--- config.mk ---
export PLATFORM = sky130hd
export DESIGN_NAME = conv_window_sequencer
export DESIGN_NICKNAME = d
export VERILOG_FILES = /design/src/rtl/conv_window_sequencer.sv
export SDC_FILE = /design/constraint.sdc
export NUM_CORES = 1
export LEC_CHECK = 0
export CAP_MARGIN = 30
export CORE_MARGIN = 2
export CORE_UTILIZATION = 59
export DETAILED_ROUTE_END_ITERATION = 7
export DONT_BUFFER_PORTS = 1
export PLACE_DENSITY = 0.75
export SLEW_MARGIN = 20
export SYNTH_ARGS = -nofsm -noshare
export SYNTH_HDL_FRONTEND = slang
export SYNTH_SLANG_ARGS = --single-unit
--- constraint.sdc ---
create_clock -name clk -period 2.75 [get_ports clk]
set_input_delay 0.825 -clock clk [delete_from_list [all_inputs] [get_ports clk]]
set_output_delay 0.825 -clock clk [all_outputs]
set_load 0.02 [all_outputs]
--- src/rtl/conv_window_sequencer.sv ---
// conv_window_sequencer: walks output rows, column stages and kernel taps, issuing one
// vectorgen POP/SHIFT per tap. Define SEQ_PERF_CNT_EN to add the stall_cycles counter.
module conv_window_sequencer #(
    parameter int IMAGE_WIDTH   = 10,
    parameter int IMAGE_HEIGHT  = 10,
    parameter int NUM_PE        = 4,
    parameter int KERNEL_WIDTH  = 3,
    parameter int KERNEL_HEIGHT = 3,
    localparam int STAGES       = (IMAGE_WIDTH - KERNEL_WIDTH + NUM_PE) / NUM_PE,
    localparam int OUT_ROWS     = IMAGE_HEIGHT - KERNEL_HEIGHT + 1,
    localparam int TAPS         = KERNEL_WIDTH * KERNEL_HEIGHT,
    localparam int WA_W         = (TAPS > 1) ? $clog2(TAPS) : 1
) (
    input  logic            clk,
    input  logic            reset,
    input  logic            start,
    input  logic            vectorgen_ready,
    input  logic            outbuf_ready,
    output logic            vectorgen_pop,
    output logic            vectorgen_shift,
    output logic            vectorgen_nextrow,
    output logic            pe_valid,
    output logic [WA_W-1:0] wgt_addr,
    output logic            busy,
`ifdef SEQ_PERF_CNT_EN
    output logic [31:0]     stall_cycles,
`endif
    output logic            done
);

    localparam int KW_W = (KERNEL_WIDTH > 1) ? $clog2(KERNEL_WIDTH) : 1;
    localparam int KH_W = (KERNEL_HEIGHT > 1) ? $clog2(KERNEL_HEIGHT) : 1;
    localparam int ST_W = (STAGES > 1) ? $clog2(STAGES) : 1;
    localparam int RW_W = (OUT_ROWS > 1) ? $clog2(OUT_ROWS) : 1;

    localparam logic [KW_W-1:0] KwLast = KW_W'(KERNEL_WIDTH - 1);
    localparam logic [KH_W-1:0] KhLast = KH_W'(KERNEL_HEIGHT - 1);
    localparam logic [ST_W-1:0] StLast = ST_W'(STAGES - 1);
    localparam logic [RW_W-1:0] RwLast = RW_W'(OUT_ROWS - 1);

    typedef enum logic [1:0] {StIdle, StRun, StDone} state_e;

    state_e          state_q, state_d;
    logic [KW_W-1:0] kw_q, kw_d;
    logic [KH_W-1:0] kh_q, kh_d;
    logic [ST_W-1:0] stage_q, stage_d;
    logic [RW_W-1:0] row_q, row_d;
    logic [WA_W-1:0] wgt_addr_q, wgt_addr_d;
    logic            busy_q, busy_d;
    logic            done_q, done_d;
`ifdef SEQ_PERF_CNT_EN
    logic [31:0]     stall_q, stall_d;
`endif

    logic            issue;
    logic            last_kw, last_kh, last_stage, last_row;
    logic [WA_W-1:0] cur_addr;

    assign issue      = (state_q == StRun) && vectorgen_ready && outbuf_ready;
    assign last_kw    = (kw_q == KwLast);
    assign last_kh    = (kh_q == KhLast);
    assign last_stage = (stage_q == StLast);
    assign last_row   = (row_q == RwLast);
    assign cur_addr   = WA_W'(32'(kh_q) * KERNEL_WIDTH + 32'(kw_q));

    always_comb begin
        state_d    = state_q;
        kw_d       = kw_q;
        kh_d       = kh_q;
        stage_d    = stage_q;
        row_d      = row_q;
        busy_d     = busy_q;
        done_d     = 1'b0;
        wgt_addr_d = issue ? cur_addr : wgt_addr_q;
`ifdef SEQ_PERF_CNT_EN
        stall_d    = stall_q;
`endif
        unique case (state_q)
            StIdle: begin
                if (start) begin
                    state_d = StRun;
                    busy_d  = 1'b1;
`ifdef SEQ_PERF_CNT_EN
                    stall_d = '0;
`endif
                end
            end
            StRun: begin
                if (issue) begin
                    // Odometer: each counter wraps and carries into the next outer one.
                    kw_d = last_kw ? '0 : kw_q + KW_W'(1);
                    if (last_kw) begin
                        kh_d = last_kh ? '0 : kh_q + KH_W'(1);
                        if (last_kh) begin
                            stage_d = last_stage ? '0 : stage_q + ST_W'(1);
                            if (last_stage) begin
                                row_d = last_row ? '0 : row_q + RW_W'(1);
                                if (last_row) begin
                                    state_d = StDone;
                                    busy_d  = 1'b0;
                                    done_d  = 1'b1;
                                end
                            end
                        end
                    end
                end
`ifdef SEQ_PERF_CNT_EN
                else if (stall_q != 32'hFFFF_FFFF) begin
                    stall_d = stall_q + 32'd1;
                end
`endif
            end
            StDone:  state_d = StIdle;
            default: state_d = StIdle;
        endcase
    end

    always_ff @(posedge clk) begin
        if (reset) begin
            state_q    <= StIdle;
            kw_q       <= '0;
            kh_q       <= '0;
            stage_q    <= '0;
            row_q      <= '0;
            wgt_addr_q <= '0;
            busy_q     <= 1'b0;
            done_q     <= 1'b0;
`ifdef SEQ_PERF_CNT_EN
            stall_q    <= '0;
`endif
        end else begin
            state_q    <= state_d;
            kw_q       <= kw_d;
            kh_q       <= kh_d;
            stage_q    <= stage_d;
            row_q      <= row_d;
            wgt_addr_q <= wgt_addr_d;
            busy_q     <= busy_d;
            done_q     <= done_d;
`ifdef SEQ_PERF_CNT_EN
            stall_q    <= stall_d;
`endif
        end
    end

    assign pe_valid          = issue;
    assign vectorgen_pop     = issue && (kw_q == '0);
    assign vectorgen_shift   = issue && (kw_q != '0);
    assign vectorgen_nextrow = issue && last_kw && last_kh && last_stage;
    assign wgt_addr          = wgt_addr_d;
    assign busy              = busy_q;
    assign done              = done_q;
`ifdef SEQ_PERF_CNT_EN
    assign stall_cycles      = stall_q;
`endif

endmodule

# [After elaboration in Yosys (flattened, before gate mapping)]
# Cells that the tools add are included.
[totals] word_cells=67 regBits=16 output_inout_bits=10 input_bits=5
[classes] n_reduce_logical=18 bitwise_logic=5 eq_ne=10 add_sub_neg=5 muxes=20 mul=1
[ops] cell="2-bit 2-to-1 mux" count=8
[ops] cell="2-bit != test, second input constant" count=6
[ops] cell="1-bit 2-to-1 mux" count=8
[ops] cell="1-bit logical AND" count=7
[ops] cell="7-bit AND reduction" count=1
[ops] cell="6-bit AND reduction" count=1
[ops] cell="6-bit OR reduction" count=1
[ops] cell="1-bit NOT" count=5
[ops] cell="5-bit AND reduction" count=1
[ops] cell="2-bit by 1-bit adder with 2-bit output, second input constant" count=2
[ops] cell="4-bit by 2-bit adder with 4-bit output" count=1
[ops] cell="2-bit == test, second input constant" count=2
[ops] cell="2-bit logical NOT" count=2
[ops] cell="2-bit by 2-bit multiplier with 4-bit output, second input constant" count=1
[ops] cell="4-bit 2-to-1 mux" count=1
[ops] cell="2-bit one-hot mux with 2 select lines" count=1
[ops] cell="4-bit AND reduction" count=1
[ops] cell="2-bit nonzero test" count=2
[ops] cell="3-bit by 1-bit adder with 3-bit output, second input constant" count=1
[ops] cell="3-bit == test, second input constant" count=1
[ops] cell="3-bit 2-to-1 mux" count=1
[ops] cell="3-bit AND reduction" count=1
[ops] cell="2-bit by 1-bit == test with 1-bit output, second input constant" count=1
[ops] cell="1-bit one-hot mux with 2 select lines" count=1
[ops] cell="2 further kinds" count=2

# [Depth between registers and ports, before layout]
# Gate-level depths: netlist of run 1.
[depth] word_depth=7 mapped_depth=6

# [Worst setup path after synthesis of run 1]
# No wires, ideal clock.
[synth_path] path_kind="flip-flop to output port" from="reg kw_q[1]" to="out wgt_addr[2]" arrival_time_ps=1808 required_time_ps=1925 path_slack_ps=117 path_stages_with_launch=7 path_buffers=0 path_cell_list="dfxtp_1 -> fa_1 -> ha_1 -> inv_1 -> fa_1 -> nand2b_1 -> nand2_1"
[synth_via] elab_chain_cells=2
[synth_rtl] element="start, declared" line_no="44" text="logic [KW_W-1:0] kw_q, kw_d;"
[synth_rtl] element="start signal, assigned" line_no="133" text="kw_q <= kw_d;"
[synth_rtl] element="4-bit by 2-bit adder with 4-bit output" line_no="64" text="assign cur_addr = WA_W'(32'(kh_q) * KERNEL_WIDTH + 32'(kw_q));"
[synth_rtl] element="4-bit 2-to-1 mux" line_no="74" text="wgt_addr_d = issue ? cur_addr : wgt_addr_q;"
[synth_rtl] element="end, declared" line_no="23" text="output logic [WA_W-1:0] wgt_addr,"
# No other way between the ends.

# [Worst setup path in the final report of run 1]
# Same ends and word-level chain as after synthesis.

==> summary.txt, run 1 <==
Status
  – Status: complete, but fails checks
  – Failing checks: setup timing

Critical path
  – Slowest stage cell on the critical path: fa_1
  – Crit path max fanout: 2
  – Worst path bufs/invs: 1
  – Setup crit end kind: primary output
  – Reg2Reg Launch Point: kw_q[1]$_SDFFE_PP0P_
  – WP data arrival: between 2 and 2.5 ns
  – CP dominant cell by count: fa_1
  – Flop2flop setup slack: 0.92 ns
  – Crit path launch: kw_q[1]$_SDFFE_PP0P_
  – R2r endpoint: wgt_addr_q[2]$_SDFF_PP0_
  – Worst setup endpoint: wgt_addr[2]
  – Crit Path Category: reg2out
  – Crit path max-delay family: adder cells
  – Critical path required time: between 1.5 and 2 ns
  – R2R cell count: 6
  – Startpoint Class: flop
  – Cell Chain, Critical Path: fa_1, ha_1, inv_1, fa_1, nand2b_4, nand2_4
  – Largest stage delay, worst path: ~0.54 ns
  – Crit path depth: 6

Synthesis
  – EDFF count, synth: 0
  – Flops & latches, synth: 16
  – Avg Inst Size Synth: ~9.4 um^2
  – Asr flop ratio synth: 0
  – Mapped cell area: 820 um^2
  – Post-Syn Nets: 101
  – Synth unique cells: 26
  – Mux cell area share after synthesis: 0.0519
  – Yosys warns: 0
  – Post-Synthesis Cells: 87
  – Simple-Gate Fraction of Synth Area: 0.255
  – Compound-gate portion of the synthesized area: 0.101
  – Register area share after synthesis: 0.391
  – Synth Area in Adders: 0.156
  – Main combinational cell family by area after synthesis: simple AND/OR/NAND/NOR gates
  – Main synth FF type: dfxtp_1
  – Xor/xnor share of the synthesized area: 0

Clocking
  – Clk Latency, worst-skew pair: 0.28 ns
  – CTS tree: done
  – Clock buffer depth: 2
  – H-tree levels: 1
  – Clock root buffer master: clkbuf_4
  – CTS Buf Count: 3
  – Register clock-pin slew on the reported worst setup and hold paths: 0.10 ns
  – Postcts setup bufs: 0
  – CTS Sinks: 16

Hold path
  – Beginning of the worst hold path: state_q[1]$_SDFFE_PP0P_
  – Worst Hold Class: reg2reg

Routing
  – Routed wire length per instance: 13.6 um
  – Post-Route WL: 1440 um
  – DR iter-0 viols: 8
  – DR pass1 iterations: 4
  – DRC viols: 0
  – ANT nets after route: 0
  – Via count: 630
  – Via/cell ratio: 5.94

Finish
  – Layout cell share with drive strength beyond 1: 0.187
  – FF+latch area: 323 um^2
  – Area of the multi-input gates: about 490 um^2
  – Synthesis-to-layout area growth: 11.3%
  – Fill cells: 108
  – Final std cells w/o fill: 106
  – Diode count: 0
  – Nets: 107
  – Util after Layout: 0.701

Die
  – Die footprint: 1700 um^2
  – I/O pin count: 15
  – Die W: 41.3 um
  – Die H: 41.3 um
  – Row cnt: 13
  – Core area: 1300 um^2
  – Initial Util: 0.630

Place
  – Dpl cells: 103
  – HPWL after detailed placement: 994 um
  – Dpl ws: 0.133 ns
  – Port buffer count: 0
  – GP Congestion: 0.786

Flow run
  – Max-cap violations: 0

STA
  – RSZ-0062 raised after global routing: yes
  – Final hold violation count: 0
  – Skew final: between 0.004 and 0.005 ns
  – Worst slew pin tran: around 0.41 ns
  – Sum of negative setup slack: -0.138 ns
  – Fmax: about 350 MHz
  – Max Slew Vio Count: 0
  – PnR worst setup slack: -0.102 ns
  – Final setup fails: 2
  – Tmin final: 2.85 ns
  – Crit share post-route: 1.04
  – Rel. slew slack: 0.727

Power and ir drop
  – LEAKAGE: slightly below 0.4 nW
  – PD cells: roughly 420 nW/um^2
  – Max VDD drop: ~0.00039 V

GRT
  – Vias in the first global route: 504
  – Gr usage total: 0.186
  – Largest net degree at the start of global routing: 19
  – Initial antenna violation count: 0
  – Global-route wire length before repair: 2030 um
  – GR Overflow Total: 0
==> cell usage after synthesis, types with 3 or more instances <==
cell type  instances  area, um^2
ha_1               7        87.6
nor2_1             4        15.0
nand2b_1           6        37.5
inv_1              6        22.5
dfxtp_1           16         320
nand3_1            3        15.0
a21oi_1            9        45.0
nand2_1            7        26.3
o21ai_0            4        20.0
clkbuf_1           3        11.3
==> layer usage <==
metal | share of wire | global-route usage | up-vias
li1 | - | - | 313
met1 | 0.47 | 0.241 | 301
met5 | 0 | 0 | -
met4 | 0.021 | 0.121 | 0
met3 | 0.035 | 0.0326 | 4
met2 | 0.47 | 0.281 | 12
==> power breakdown <==
part           total, mW  switching (mW)  internal [mW]  leakage [nW]
Sequential         0.239         0.00489          0.235         0.131
Clock              0.123          0.0726         0.0508        0.0138
Combinational     0.0167         0.00944        0.00731         0.249
Total              0.380          0.0869          0.293         0.393
==> timing repair <==
action	4_1_cts	5_1_grt
gates resized for setup	6	2
pin swaps	1	2
endpoints found under the setup margin	2	2
hold buffers	0	0
cloned	0	0
==> flip-flops by register name (all words and copies together), names as in the netlist <==
name and cells:
busy 1, done 1, kh_q 2, kw_q 2
last_stage 1, row_q 3, state_q 2, wgt_addr_q 4
==> per-stage QoR <==
step / total power [mW] / hold slack [ns] / area (um^2)
finish: 0.380 / 0.455 / 912
global route: 0.390 / 0.477 / 912
CTS: 0.380 / 0.457 / 900
detailed placement: 0.261 / 0.443 / 857
global placement: 0.261 / 0.429 / 857
floorplan: 0.260 / 0.427 / 820
==> placed cells by master, fill, tap and decap left out, types with 3 or more instances in the layout <==
master and n:
inv_1 6, buf_4 4, dfxtp_1 14, ha_1 7, o21ai_0 4, nand3_1 3
clkbuf_4 3, nand2_1 5, a21oi_1 9, nor2_1 4, nand2b_1 4
==> cell families after synthesis <==
group	count (synthesis)
AO/OA/AOI/OAI	15
buffers and inverters	10
adder cells (fa/ha/maj)	9
AND/OR/NAND/NOR	33
flip-flops	16
multiplexers	4
==> worst min path at each step <==
stage,depth (start not counted),end
finish,1,state_q[0]$_SDFFE_PP0P_
detailed placement,1,state_q[0]$_SDFFE_PP0P_
global placement,1,state_q[0]$_SDFFE_PP0P_
global route,1,state_q[0]$_SDFFE_PP0P_
floorplan,1,state_q[0]$_SDFFE_PP0P_
CTS,1,state_q[0]$_SDFFE_PP0P_
==> area by class of cell <==
cell class                 count  share of cell area
inverter                       7              0.0288
tap                           15              0.0206
timing repair buffer           4              0.0329
clock buffer                   3              0.0247
sequential                    16               0.354
multi-input combinational     61               0.539
==> worst register-to-register path: cells and delay by family (launching register included) <==
kind                       cells  cell delay [ns]
adders and majority gates      3             1.15
DFF                            1             0.34
and+or+nand+nor                1             0.13
AOI/OAI and AO/OA              1             0.07
buffers and inverters          1             0.05
(Power assumes the default switching activity.)
==> run 2, diff against run 1 <==
==> constraint.sdc (replaced) <==
create_clock -name clk -period 2.75 [get_ports clk]
set_input_delay 0.275 -clock clk [delete_from_list [all_inputs] [get_ports clk]]
set_output_delay 0.275 -clock clk [all_outputs]
set_load 0.02 [all_outputs]
==> run 2 against run 1 <==
  * The run now ends clean
  * First-iteration DRC count is 50% lower
  * Core utilization is 3.7 points lower
  * Die area stayed put
  * Largest power group unchanged
  * Highest routed layer unchanged
==> summary.txt, run 2 (synthesis gave the netlist of run 1 again) <==
Critical path
  – WP data arrival: 2.20 ns (was 2.03 ns)
  – Worst path bufs/invs: 1 (unchanged)
  – Slowest stage cell on the critical path: dfxtp_1 (was fa_1)
  – CP dominant cell by count: fa_1 (unchanged)
  – Reg2Reg Launch Point: kw_q[1]$_SDFFE_PP0P_ (unchanged)
  – Crit path max fanout: 8 (was 2)
  – Cell Chain, Critical Path: fa_1, ha_1, inv_1, fa_1, nand2b_1, nand2_1 (was fa_1, ha_1, inv_1, fa_1, nand2b_4, nand2_4)
  – Largest stage delay, worst path: 0.48 ns (was 0.54 ns)
  – Setup crit end kind: primary output (unchanged)
  – R2R cell count: 6 (unchanged)
  – Startpoint Class: flop (unchanged)
  – Flop2flop setup slack: 0.83 ns (was 0.92 ns)
  – Critical path required time: 2.48 ns (was 1.93 ns)
  – Crit path max-delay family: adder cells (unchanged)
  – Crit Path Category: reg2out (unchanged)
  – R2r endpoint: wgt_addr_q[2]$_SDFF_PP0_ (unchanged)

Status
  – Status: finished clean (was complete, but fails checks)

Power and ir drop
  – Internal power: 321 uW (was 293 uW)
  – Psw: 84.9 uW (was 86.9 uW)
  – Sw Share: 0.209 (was 0.229)
  – PD cells: 470 nW/um^2 (was 416 nW/um^2)
  – Comb pwr share: 0.035 (was 0.044)
  – LEAKAGE: 0.358 nW (was 0.393 nW)
  – Seq pwr share: 0.590 (was 0.631)
  – Max VDD drop: 0.000317 V (was 0.000388 V)
  – Clock Power Share: 0.375 (was 0.325)

Routing
  – DR iter-0 viols: 4 (was 8)
  – Via/cell ratio: 5.55 (was 5.94)
  – Routed wire length per instance: 12.9 um (was 13.6 um)
  – DR pass1 iterations: 4 (unchanged)
  – DRC viols: 0 (unchanged)
  – Post-Route WL: 1330 um (was 1440 um)
  – Via count: 572 (was 630)
  – ANT nets after route: 0 (unchanged)

Finish
  – Layout cell share with drive strength beyond 1: 0.0909 (was 0.187)
  – Most common cell after layout, fill and taps aside: dfxtp_1 (unchanged)
  – Most frequent cells in the layout: dfxtp_1 (16), a21oi_1 (9), nand2_1 (7), ha_1 (7) (was dfxtp_1 (14), a21oi_1 (9), ha_1 (7))
  – Largest registers: wgt_addr_q x4, row_q x3 (unchanged)
  – Util after Layout: 0.663 (was 0.701)
  – Synthesis-to-layout area growth: 5.34% (was 11.3%)
  – Diode count: 0 (unchanged)
  – Top reg by flops: wgt_addr_q (unchanged)
  – Nets: 103 (was 107)
  – Max reg flops: 4 (unchanged)

Hold path
  – Worst Hold Class: in2reg (was reg2reg)
  – Hold path cells: 1 (unchanged)
  – Hold Path End: kw_q[0]$_SDFFE_PP0P_ (was state_q[0]$_SDFFE_PP0P_)
  – Beginning of the worst hold path: reset (was state_q[1]$_SDFFE_PP0P_)

Clocking
  – Clock root buffer master: clkbuf_4 (unchanged)
  – Register clock-pin slew on the reported worst setup and hold paths: 0.09 ns (was 0.10 ns)
  – Post-CTS Hold Fix Bufs: 0 (unchanged)
  – H-tree levels: 1 (unchanged)
  – Clk Latency, worst-skew pair: 0.28 ns (about the same)
  – CTS tree: done (unchanged)
  – Post-CTS Resized: 0 (was 6)
  – Clock buffer depth: 2 (unchanged)
  – CTS Buf Count: 3 (unchanged)
  – Postcts setup bufs: 0 (unchanged)
  – CTS Sinks: 16 (unchanged)

GRT
  – Gr usage total: 0.189 (was 0.186)
  – Vias in the first global route: 477 (was 504)
  – Global-route wire length before repair: 2040 um (was 2030 um)
  – GR Overflow Total: 0 (unchanged)
  – Initial antenna violation count: 0 (unchanged)
  – Largest net degree at the start of global routing: 19 (unchanged)

STA
  – Skew final: 0.00293 ns (was 0.00465 ns)
  – Sum of negative setup slack: 0 ns (was -0.138 ns)
  – Final setup fails: 0 (was 2)
  – Fmax: 403 MHz (was 351 MHz)
  – Hold WS: 0.0502 ns (was 0.455 ns)
  – RSZ-0062 raised after global routing: no (was yes)
  – Final hold violation count: 0 (unchanged)
  – Worst slew pin tran: 0.418 ns (was 0.408 ns)
  – Tmin final: 2.48 ns (was 2.85 ns)
  – Rel. slew slack: 0.721 (was 0.727)
  – Max Slew Vio Count: 0 (unchanged)
  – Crit share post-route: 0.901 (was 1.04)

Flow run
  – Max-cap violations: 0 (unchanged)

Place
  – Port buffer count: 0 (unchanged)
  – GP Congestion: 0.789 (was 0.786)
  – HPWL after detailed placement: 980 um (was 994 um)

Die
  – I/O pin count: 15 (unchanged)
  – Die H: 41.3 um (unchanged)
  – Die footprint: 1700 um^2 (unchanged)
  – Row cnt: 13 (unchanged)
  – Die W: 41.3 um (unchanged)
  – Core area: 1300 um^2 (unchanged)
  – Initial Util: 0.630 (unchanged)
[run 2: cell types whose count changed in the layout (fill, tap and decap cells not counted)]
cell	before	now
buf_4	4	0
nand2_4	2	0
nand2_1	5	7
clkbuf_8	0	1
dfxtp_1	14	16
dfxtp_2	2	0
nand2b_4	2	0
nand2b_1	4	6
[run 2: worst max path at each step]
stage                         start           to  slack [ns]  cells past startpoint
2_1_floorplan  kw_q[1]$_SDFFE_PP0P_  wgt_addr[2]        0.67                      6
3_3_place_gp   kw_q[1]$_SDFFE_PP0P_  wgt_addr[2]        0.61                      6
3_5_place_dp   kw_q[1]$_SDFFE_PP0P_  wgt_addr[2]        0.57                      6
4_1_cts        kw_q[1]$_SDFFE_PP0P_  wgt_addr[2]        0.26                      6
5_1_grt        kw_q[1]$_SDFFE_PP0P_  wgt_addr[2]        0.14                      6
6_report       kw_q[1]$_SDFFE_PP0P_  wgt_addr[2]        0.27                      6
[run 2: cell type report]
type                       instances  area (um^2)
fill                             119          438
sequential                        16          320
multi-input combinational         61          462
clock buffer                       4         36.3
inverter                           7         26.3
tap                               15         18.8
[run 2: per-layer routing]
metal / GRT usage / share of wire
met1: 0.226 / 0.47
met5: 0 / 0
met2: 0.309 / 0.49
met4: 0.121 / 0.0090
met3: 0.0326 / 0.024
[run 2: power by group through the flow]
stage	Combinational [mW]	Clock [mW]	Sequential, mW
finish	0.0143	0.152	0.240
global route	0.0159	0.168	0.240
CTS	0.0143	0.160	0.240
detailed placement	0.0143	0	0.245
global placement	0.0142	0	0.245
floorplan	0.0157	0	0.244
[run 2: metrics by stage]
stage          std cells  total power [mW]  worst slack [ns]  instance area [um^2]
6_report             103             0.406             0.272                   863
3_5_place_dp          99             0.259             0.569                   827
3_3_place_gp          99             0.259             0.610                   827
4_1_cts              103             0.414             0.257                   863
2_1_floorplan         87             0.260             0.667                   820
5_1_grt              103             0.424             0.137                   863
